===== src/rtl/thr_set_ctrl.sv =====
// Threshold set controller: holds four shadow sets of YCbCr window
// thresholds, swaps the active set only at frame boundaries, and reports
// the per-frame count of matched pixels together with the set that was
// active while they were counted.
module thr_set_ctrl #(
    parameter int         CNT_W      = 20,
    parameter logic [7:0] DEF_Y_MIN  = 8'd50,
    parameter logic [7:0] DEF_Y_MAX  = 8'd200,
    parameter logic [7:0] DEF_CB_MIN = 8'd133,
    parameter logic [7:0] DEF_CB_MAX = 8'd173,
    parameter logic [7:0] DEF_CR_MIN = 8'd77,
    parameter logic [7:0] DEF_CR_MAX = 8'd127
) (
    input  logic             clk,
    input  logic             rst_n,
    input  logic             cfg_we,
    input  logic [4:0]       cfg_addr,
    input  logic [7:0]       cfg_wdata,
    input  logic [1:0]       sel_set,
    input  logic             scan_en,
    input  logic             in_vs,
    input  logic             in_de,
    input  logic             thr_data,
    input  logic             thr_de,
    output logic [7:0]       y_min,
    output logic [7:0]       y_max,
    output logic [7:0]       cb_min,
    output logic [7:0]       cb_max,
    output logic [7:0]       cr_min,
    output logic [7:0]       cr_max,
    output logic [1:0]       act_set,
    output logic             frame_start,
    output logic [CNT_W-1:0] hit_cnt,
    output logic [1:0]       hit_set,
    output logic             hit_valid,
    output logic             cfg_err,
    output logic             fsm_state
);

    localparam int NREG = 6;

    typedef enum logic {
        WAIT_FRAME = 1'b0,
        RUN        = 1'b1
    } state_t;

    state_t           state_q, state_d;
    logic             vs_q;
    logic             boundary;
    logic             hit;
    logic             wr_ok;
    logic             do_report;
    logic             cnt_en;
    logic [1:0]       wr_set;
    logic [2:0]       wr_reg;
    logic [1:0]       next_set;
    logic [7:0]       shd     [4][NREG];
    logic [7:0]       act_thr [NREG];
    logic [7:0]       ld_val  [NREG];
    logic [CNT_W-1:0] cnt_q;
    logic             unused_in_de;

    // Pixel-enable of the incoming stream is not needed: matches arrive
    // already qualified by thr_de.
    assign unused_in_de = in_de;

    function automatic logic [7:0] def_val(input int r);
        case (r)
            0:       def_val = DEF_Y_MIN;
            1:       def_val = DEF_Y_MAX;
            2:       def_val = DEF_CB_MIN;
            3:       def_val = DEF_CB_MAX;
            4:       def_val = DEF_CR_MIN;
            default: def_val = DEF_CR_MAX;
        endcase
    endfunction

    assign boundary = in_vs & ~vs_q;
    assign hit      = thr_de & thr_data;
    assign wr_set   = cfg_addr[4:3];
    assign wr_reg   = cfg_addr[2:0];
    assign wr_ok    = cfg_we && (wr_reg < 3'd6);
    assign next_set = scan_en ? (act_set + 2'd1) : sel_set;

    assign y_min     = act_thr[0];
    assign y_max     = act_thr[1];
    assign cb_min    = act_thr[2];
    assign cb_max    = act_thr[3];
    assign cr_min    = act_thr[4];
    assign cr_max    = act_thr[5];
    assign fsm_state = state_q;

    // FSM state register
    always_ff @(posedge clk or negedge rst_n) begin
        if (!rst_n) state_q <= WAIT_FRAME;
        else        state_q <= state_d;
    end

    // FSM next state: leave WAIT_FRAME on the first boundary, then stay in RUN
    always_comb begin
        state_d = state_q;
        case (state_q)
            WAIT_FRAME: if (boundary) state_d = RUN;
            RUN:        state_d = RUN;
        endcase
    end

    // FSM outputs: counting is enabled only in RUN; boundaries in RUN report
    always_comb begin
        cnt_en    = (state_q == RUN);
        do_report = boundary && (state_q == RUN);
    end

    // Values loaded into the active set; a same-edge write to that set wins
    always_comb begin
        for (int r = 0; r < NREG; r++) begin
            ld_val[r] = shd[next_set][r];
            if (wr_ok && (wr_set == next_set) && (wr_reg == 3'(r)))
                ld_val[r] = cfg_wdata;
        end
    end

    // Shadow register file, written only through the config port
    always_ff @(posedge clk or negedge rst_n) begin
        if (!rst_n) begin
            for (int s = 0; s < 4; s++)
                for (int r = 0; r < NREG; r++)
                    shd[s][r] <= def_val(r);
        end else if (wr_ok) begin
            for (int s = 0; s < 4; s++)
                for (int r = 0; r < NREG; r++)
                    if ((wr_set == 2'(s)) && (wr_reg == 3'(r)))
                        shd[s][r] <= cfg_wdata;
        end
    end

    // Active thresholds and set index change only on a frame boundary
    always_ff @(posedge clk or negedge rst_n) begin
        if (!rst_n) begin
            act_set <= 2'd0;
            for (int r = 0; r < NREG; r++)
                act_thr[r] <= def_val(r);
        end else if (boundary) begin
            act_set <= next_set;
            for (int r = 0; r < NREG; r++)
                act_thr[r] <= ld_val[r];
        end
    end

    // Frame-edge detect, frame_start pulse and bad-address error pulse
    always_ff @(posedge clk or negedge rst_n) begin
        if (!rst_n) begin
            vs_q        <= 1'b0;
            frame_start <= 1'b0;
            cfg_err     <= 1'b0;
        end else begin
            vs_q        <= in_vs;
            frame_start <= boundary;
            cfg_err     <= cfg_we && (wr_reg >= 3'd6);
        end
    end

    // Saturating hit counter; a boundary starts a new frame including its own hit
    always_ff @(posedge clk or negedge rst_n) begin
        if (!rst_n) begin
            cnt_q <= '0;
        end else if (boundary) begin
            cnt_q <= hit ? CNT_W'(1) : '0;
        end else if (cnt_en && hit && (cnt_q != {CNT_W{1'b1}})) begin
            cnt_q <= cnt_q + CNT_W'(1);
        end
    end

    // Per-frame report captured at each boundary seen in RUN
    always_ff @(posedge clk or negedge rst_n) begin
        if (!rst_n) begin
            hit_cnt   <= '0;
            hit_set   <= 2'd0;
            hit_valid <= 1'b0;
        end else begin
            hit_valid <= do_report;
            if (do_report) begin
                hit_cnt <= cnt_q;
                hit_set <= act_set;
            end
        end
    end

endmodule


===== config.mk =====
export PLATFORM = sky130hd
export DESIGN_NAME = thr_set_ctrl
export DESIGN_NICKNAME = d
export VERILOG_FILES = /design/src/rtl/thr_set_ctrl.sv
export SDC_FILE = /design/constraint.sdc
export NUM_CORES = 1
export LEC_CHECK = 0
export ABC_AREA = 0
export CORE_ASPECT_RATIO = 1.5
export CORE_MARGIN = 4
export CORE_UTILIZATION = 35
export DETAILED_ROUTE_END_ITERATION = 8
export MAX_ROUTING_LAYER = met4
export SYNTH_ARGS = -nofsm -noshare
export SYNTH_HDL_FRONTEND = slang
export SYNTH_SLANG_ARGS = --single-unit

===== constraint.sdc =====
create_clock -name clk -period 1.7 [get_ports clk]
set_input_delay 0.34 -clock clk [delete_from_list [all_inputs] [get_ports clk]]
set_output_delay 0.34 -clock clk [all_outputs]
set_load 0.005 [all_outputs]

==> results.cfg, run 1 <==
[timing]
period_share_pct = 109.3
setup_ws_ns = -0.1580
drv_slew = 0
min_period_ns = 1.858
setup_tns_ns = -6.165
tightest_slew_ns = 0.3854
setup_viol = 59
rsz0062_at_grt = yes
fmax_ghz = 0.5382
maxSlewHeadroom_pct = 74.21
fin_skew_ns = 0.02320
finalHoldViolations = 0

[die]
core_um2 = 37550
placementRows = 87
die_width_um = 167.0
start_util_pct = 35.33
die_h_um = 246.5
die_area_um2 = 41150
io_pins = 99

[synth]
synth_cell_type_count = 54
avgSynthCellArea_um2 = 12.02
synth_nets = 1128
syn_area_um2 = 13270
synth-seq-cells = 289
netlist_instances = 1104
ys_seq_area_share_pct = 55.68
yosys_warnings = 0

[global_route]
grt_pass1_vias = 10750
overflow = 0
grt_usage_pct = 19.52
grt_antenna_before_repair = 1
grt_pass1_wl_mm = 62.15
grt_max_degree = 60

[layout]
areaGrowthSynthToFinish_pct = 39.56
fin_area_um2 = 18520
final_cell_mix = nand2_1 (165), dfrtp_1 (163), mux2_2 (160)
fill_cells = 3309
nNetsFinal = 1393
final_common_cell = nand2_1
drive_gt1_share_pct = 48.46

[placed_design]
place_hpwl_mm = 26.19
place_area_um2 = 16340
numPortBuffers = 97
gp_congestion = 0.8953

[worst_setup_path]
critPathMaxFanout = 8
arrival_ns = 2.32
reg2regPathDepth = 9
reg2reg_slack_ns = -0.16
crit_type = reg -> reg
crit_required_ns = 2.16
critPathLaunchType = flop
worst_path_largest_cell_delay_ns = 0.44
timing.rr.start = act_set[0]$_DFFE_PN0P_
worst-path-buf-inv = 4
crit_path_start = act_set[0]$_DFFE_PN0P_
end_kind = flop
r2r_end = cr_min[4]$_DFFE_PN0P_
cp_top_family = buffers and inverters
critPathSlowestCell = dfrtp_2
path_cells = xnor2_2 > buf_4 > a21oi_4 > buf_12 > xnor2_4 > buf_6 > buf_8 > a21o_4 > o21ai_2

[detailed_routing]
ant_nets = 0
drt_iter0_drc = 650
wire_per_inst_um = 21.40
wl_mm = 40.29
avgViaCountPerCell = 5.420
dr.pass1.iters = 5
drc_errors = 0
dr_total_vias = 10210

[clock_tree]
clock_latency_ns = 0.58
cts_made_buffers = 30
clock-root-buffer = clkbuf_16
clkSinkCount = 289
cts_htree_levels = 1
cts_buffer_depth = 3
cts_tree = done
path_clk_slew_ns = 0.07

[pwr]
power_w = 0.02067
powerDensity_nw_per_um2 = 1116
vdd_drop_max_uv = 746.0
leakagePower_nw = 8.138

[min_path]
hold_class = in -> async

[outcome]
status = finished with violations
violations = setup timing

[job]
maxCapViolCount = 0
[metrics by stage]
stage | hold slack (ns) | cells | setup slack [ns] | util [%]
floorplan | 0.04441 | 1104 | -0.08068 | -
global placement | 0.2697 | 1774 | -0.6634 | 43.50
detailed placement | 0.2674 | 1774 | -0.6867 | 43.50
CTS | 0.2514 | 1872 | -0.1413 | 48.29
global route | 0.2526 | 1883 | -0.2080 | 49.31
finish | 0.2687 | 1883 | -0.1580 | 49.31
[layout make-up]
class / instances / area, um2 / area share, %
timing repair buffer: 317 / 3346 / 18.07
multi-input combinational: 725 / 6075 / 32.80
tap: 489 / 611.8 / 3.304
inverter: 6 / 22.52 / 0.1216
clock inverter: 10 / 158.9 / 0.8581
clock buffer: 46 / 912.1 / 4.926
antenna: 1 / 2.502 / 0.01351
sequential: 289 / 7390 / 39.91
[worst max-delay path by stage]
stage	cells after the start	slack, ns	endpoint
2_1_floorplan	6	-0.08	cb_min[1]$_DFFE_PN0P_
3_3_place_gp	8	-0.66	shd[171]$_DFFE_PN0P_
3_5_place_dp	9	-0.69	shd[184]$_DFFE_PN0P_
4_1_cts	9	-0.14	cr_min[5]$_DFFE_PN0P_
5_1_grt	9	-0.21	cb_min[3]$_DFFE_PN0P_
6_report	9	-0.16	cr_min[4]$_DFFE_PN0P_
[sequential cells by signal (all words and copies together) (netlist names), 8 cells and up]
name	cells
cnt_q	20
cr_min	8
cr_max	8
shd	192
cb_max	8
y_max	8
cb_min	8
hit_cnt	20
y_min	8
[metal layers]
metal  global-route usage [%]  part of all wire (%)  up-vias
met5                        -                     0        -
met4                    6.477                   3.1        0
met1                    23.41                    41     5295
met2                    34.57                    52      271
li1                         -                     -     4569
met3                    1.862                   3.6       71
[synthesized netlist by cell type, drive strengths merged]
| cell type | count | area, um2 |
|---|---|---|
| a21boi | 1 | 7.510 |
| a21o | 7 | 56.31 |
| a21oi | 55 | 297.8 |
| a31o | 1 | 8.760 |
| a31oi | 1 | 6.260 |
| a32o | 48 | 480.5 |
| a32oi | 48 | 420.4 |
| a41o | 1 | 10.01 |
| and2 | 9 | 56.31 |
| and3 | 7 | 43.79 |
| and3b | 2 | 17.52 |
| buf | 29 | 131.4 |
| clkbuf | 55 | 206.5 |
| dfrtp | 164 | 4104 |
| dfstp | 125 | 3284 |
| ha | 1 | 12.51 |
| inv | 6 | 22.52 |
| mux2 | 213 | 2399 |
| mux2i | 3 | 30.03 |
| nand2 | 179 | 674.4 |
| nand2b | 5 | 31.28 |
| nand3 | 7 | 35.03 |
| nand3b | 2 | 15.01 |
| nand4 | 4 | 31.28 |
| nor2 | 25 | 131.4 |
| nor2b | 1 | 6.260 |
| nor3 | 5 | 30.03 |
| nor3b | 4 | 40.03 |
| nor4 | 8 | 125.1 |
| o2111ai | 3 | 26.28 |
| o211ai | 4 | 35.03 |
| o21a | 2 | 15.01 |
| o21ai | 56 | 284.0 |
| o31ai | 1 | 7.510 |
| or3 | 5 | 31.28 |
| or3b | 2 | 17.52 |
| or4 | 1 | 7.510 |
| xnor2 | 4 | 42.55 |
| xor2 | 10 | 87.58 |
[cells by family after synthesis]
kind of cell / share of synthesized area, %
AND/OR/NAND/NOR: 9.750
XOR/XNOR: 0.9807
multiplexers: 18.30
flip-flops: 55.68
adder cells (fa/ha/maj): 0.09428
buffers and inverters: 2.716
AO/OA/AOI/OAI: 12.48
[worst register-to-register path: stages (launching register included)]
cell and delay [ns]:
dfrtp_2 0.44, xnor2_2 0.16, buf_4 0.14, a21oi_4 0.16, buf_12 0.15, xnor2_4 0.13, buf_6 0.17, buf_8 0.14
a21o_4 0.20, o21ai_2 0.07
[what timing repair did]
| action | 4_1_cts | 5_1_grt |
|---|---|---|
| buffers inserted | 34 | 11 |
| resized for setup | 177 | 83 |
| hold endpoints to repair | 36 | 0 |
| setup endpoints to repair | 214 | 173 |
| pin swaps | 35 | 39 |
| gates cloned | 7 | 3 |
| hold buffers | 1 | 0 |
[power by group]
part | switching [W] | total, W | internal [W]
clock network | 0.00280 | 0.00709 | 0.00429
logic | 0.00219 | 0.00459 | 0.00240
registers | 0.000647 | 0.00899 | 0.00835
total | 0.00563 | 0.0207 | 0.0150
Power figures use the tool's default switching activity.
==> run 2: changes to the inputs <==
--- a/config.mk
+++ b/config.mk
@@ -9,8 +9,10 @@
 export CORE_ASPECT_RATIO = 1.5
 export CORE_MARGIN = 4
 export CORE_UTILIZATION = 35
+export CTS_CLUSTER_DIAMETER = 200
 export DETAILED_ROUTE_END_ITERATION = 8
 export MAX_ROUTING_LAYER = met4
+export PLACE_DENSITY = 0.61
 export SYNTH_ARGS = -nofsm -noshare
 export SYNTH_HDL_FRONTEND = slang
 export SYNTH_SLANG_ARGS = --single-unit
==> results.cfg, run 2 (synthesis results as in run 1) <==
[placed_design]
numPortBuffers = 97
dp.cells = 1768
dpl_worst_slack_ns = -0.6875
place_area_um2 = 16340
place_hpwl_mm = 25.30
gp_congestion = 0.8500

[die]
die_h_um = 246.5
placementRows = 87
die_width_um = 167.0
core_um2 = 37550
die_area_um2 = 41150
start_util_pct = 35.33
io_pins = 99

[clock_tree]
cts_made_buffers = 30
clock-root-buffer = clkbuf_16
cts_htree_levels = 1
cts_tree = done
clock_latency_ns = 0.57
clkSinkCount = 289
path_clk_slew_ns = 0.07
cts_buffer_depth = 3

[worst_setup_path]
arrival_ns = 2.46
r2r_end = cb_min[7]$_DFFE_PN1P_
timing.rr.start = act_set[0]$_DFFE_PN0P_
critPathSlowestCell = dfrtp_2
crit_type = reg -> reg
reg2reg_slack_ns = -0.26
end_kind = flop
crit_path_start = act_set[0]$_DFFE_PN0P_
critPathMaxFanout = 5
crit_required_ns = 2.20
worst_path_largest_cell_delay_ns = 0.44
reg2regPathDepth = 9
critPathLaunchType = flop
path_cells = xnor2_2 > buf_4 > a21oi_4 > buf_6 > buf_8 > clkbuf_16 > nand2_2 > a32o_2 > o21ai_2

[layout]
final_common_cell = dfrtp_1
nNetsFinal = 1396
drive_gt1_share_pct = 50.14
multi_input_area_um2 = 6095
instances_no_fill = 1885
fin_area_um2 = 18820
biggestRegsByFlops = shd (192), cnt_q (20), hit_cnt (20)
largest_register_ffs = 192
fill_cells = 3270
n_antenna_cell = 0
areaGrowthSynthToFinish_pct = 41.87
final_cell_mix = dfrtp_1 (163), nand2_1 (161), mux2_2 (154)
largest-register = shd
seqCellArea_um2 = 7390
postLayoutCoreUtil_pct = 50.12

[min_path]
hold_class = in -> reg
worstHoldEndpoint = vs_q$_DFF_PN0_
hp-start = in_vs
hold_depth = 1

[timing]
period_share_pct = 115.3
fin_skew_ns = 0.01063
drv_slew = 0
fmax_ghz = 0.5103
maxSlewHeadroom_pct = 67.21
min_period_ns = 1.960
tightest_slew_ns = 0.4918
rsz0062_at_grt = yes
finalHoldViolations = 0
setup_ws_ns = -0.2597
setup_viol = 54

[pwr]
powerDensity_nw_per_um2 = 1133
vdd_drop_max_uv = 739.4
power_w = 0.02132
leakagePower_nw = 8.272

[detailed_routing]
wire_per_inst_um = 22.51
dr_total_vias = 10250
avgViaCountPerCell = 5.437
drc_errors = 0
wl_mm = 42.43
drt_iter0_drc = 643
ant_nets = 0
dr.pass1.iters = 5

[global_route]
grt_usage_pct = 20.69
grt_pass1_vias = 10830
grt_max_degree = 50
overflow = 0
grt_antenna_before_repair = 1
grt_pass1_wl_mm = 64.88

[outcome]
status = finished with violations
violations = setup timing

[job]
maxCapViolCount = 0
run 2: changes by cell type in the layout (fill, tap and decap cells not counted), moves of 6 or more:
| cell | previous run | this run |
|---|---|---|
| a32o_1 | 46 | 31 |
| a32o_2 | 2 | 17 |
| buf_4 | 140 | 125 |
| buf_12 | 39 | 49 |
| a21oi_1 | 52 | 43 |
| o21ai_2 | 21 | 30 |
| a21oi_2 | 1 | 9 |
| buf_16 | 7 | 15 |
| o21ai_1 | 31 | 24 |
| mux2_2 | 160 | 154 |
| mux2_4 | 5 | 11 |
run 2: worst max-delay path by stage:
stage                                       end  slack (ns)  cells after the start
after floorplan           cb_min[1]$_DFFE_PN0P_       -0.08                      6
after global placement     shd[180]$_DFFE_PN0P_       -0.65                      8
after detailed placement    shd[42]$_DFFE_PN0P_       -0.69                      6
after CTS                 cb_min[5]$_DFFE_PN0P_       -0.26                     10
after global routing       y_min[0]$_DFFE_PN0P_       -0.32                      8
final                     cb_min[7]$_DFFE_PN1P_       -0.26                      9
run 2: where the power goes:
| part | switching, W | total (W) | leakage (nW) | internal (W) |
|---|---|---|---|---|
| Sequential | 0.000673 | 0.00902 | 3.46 | 0.00835 |
| Clock | 0.00286 | 0.00710 | 0.522 | 0.00424 |
| Combinational | 0.00243 | 0.00520 | 4.29 | 0.00277 |
run 2: layer usage:
layer  global-route usage, %  part of all wire (%)  up-vias
li1                        -                     -     4580
met1                   24.42                    40     5253
met2                   35.81                    51      299
met3                   2.953                   5.0      116
met4                   8.042                   4.2        0
met5                       -                     0        -
run 2: final cells by class:
class / instances / share of cell area [%]
Timing Repair Buffer: 319 / 19.30
Sequential cell: 289 / 39.26
Tap cell: 489 / 3.250
Multi-Input combinational cell: 726 / 32.38
Clock inverter: 15 / 1.004
Inverter: 6 / 0.1196
Clock buffer: 41 / 4.693
run 2: worst max-delay path: cells and delay by family (launching register included):
kind | cells | cell delay (ns)
buf+inv | 4 | 0.63
flops | 1 | 0.44
compound gates | 3 | 0.62
simple gates | 1 | 0.05
xor+xnor | 1 | 0.15
run 2: stage by stage:
| step | hold WS, ns | setup TNS (ns) |
|---|---|---|
| final | 0.2695 | -10.09 |
| after global routing | 0.2633 | -14.44 |
| after CTS | 0.2519 | -9.665 |
| after detailed placement | 0.2893 | -146.65 |
| after global placement | 0.2990 | -139.14 |
| after floorplan | 0.04441 | -1.165 |
run 2: timing repair:
| item | in CTS | in global routing |
|---|---|---|
| cloned | 18 | 3 |
| pin swaps | 50 | 69 |
| setup buffers | 39 | 3 |
| resized for setup | 203 | 83 |
| hold endpoints to repair | 27 | 0 |
| hold buffers | 1 | 0 |
| endpoints found under the setup margin | 249 | 161 |
==> run 3: changes to the inputs <==
--- a/config.mk
+++ b/config.mk
@@ -11,6 +11,7 @@
 export CORE_UTILIZATION = 35
 export CTS_CLUSTER_DIAMETER = 200
 export DETAILED_ROUTE_END_ITERATION = 8
+export HOLD_SLACK_MARGIN = 0.1
 export MAX_ROUTING_LAYER = met4
 export PLACE_DENSITY = 0.61
 export SYNTH_ARGS = -nofsm -noshare
==> results of run 3 <==
No change in the layout: final DEF, timing and power equal those of run 2.
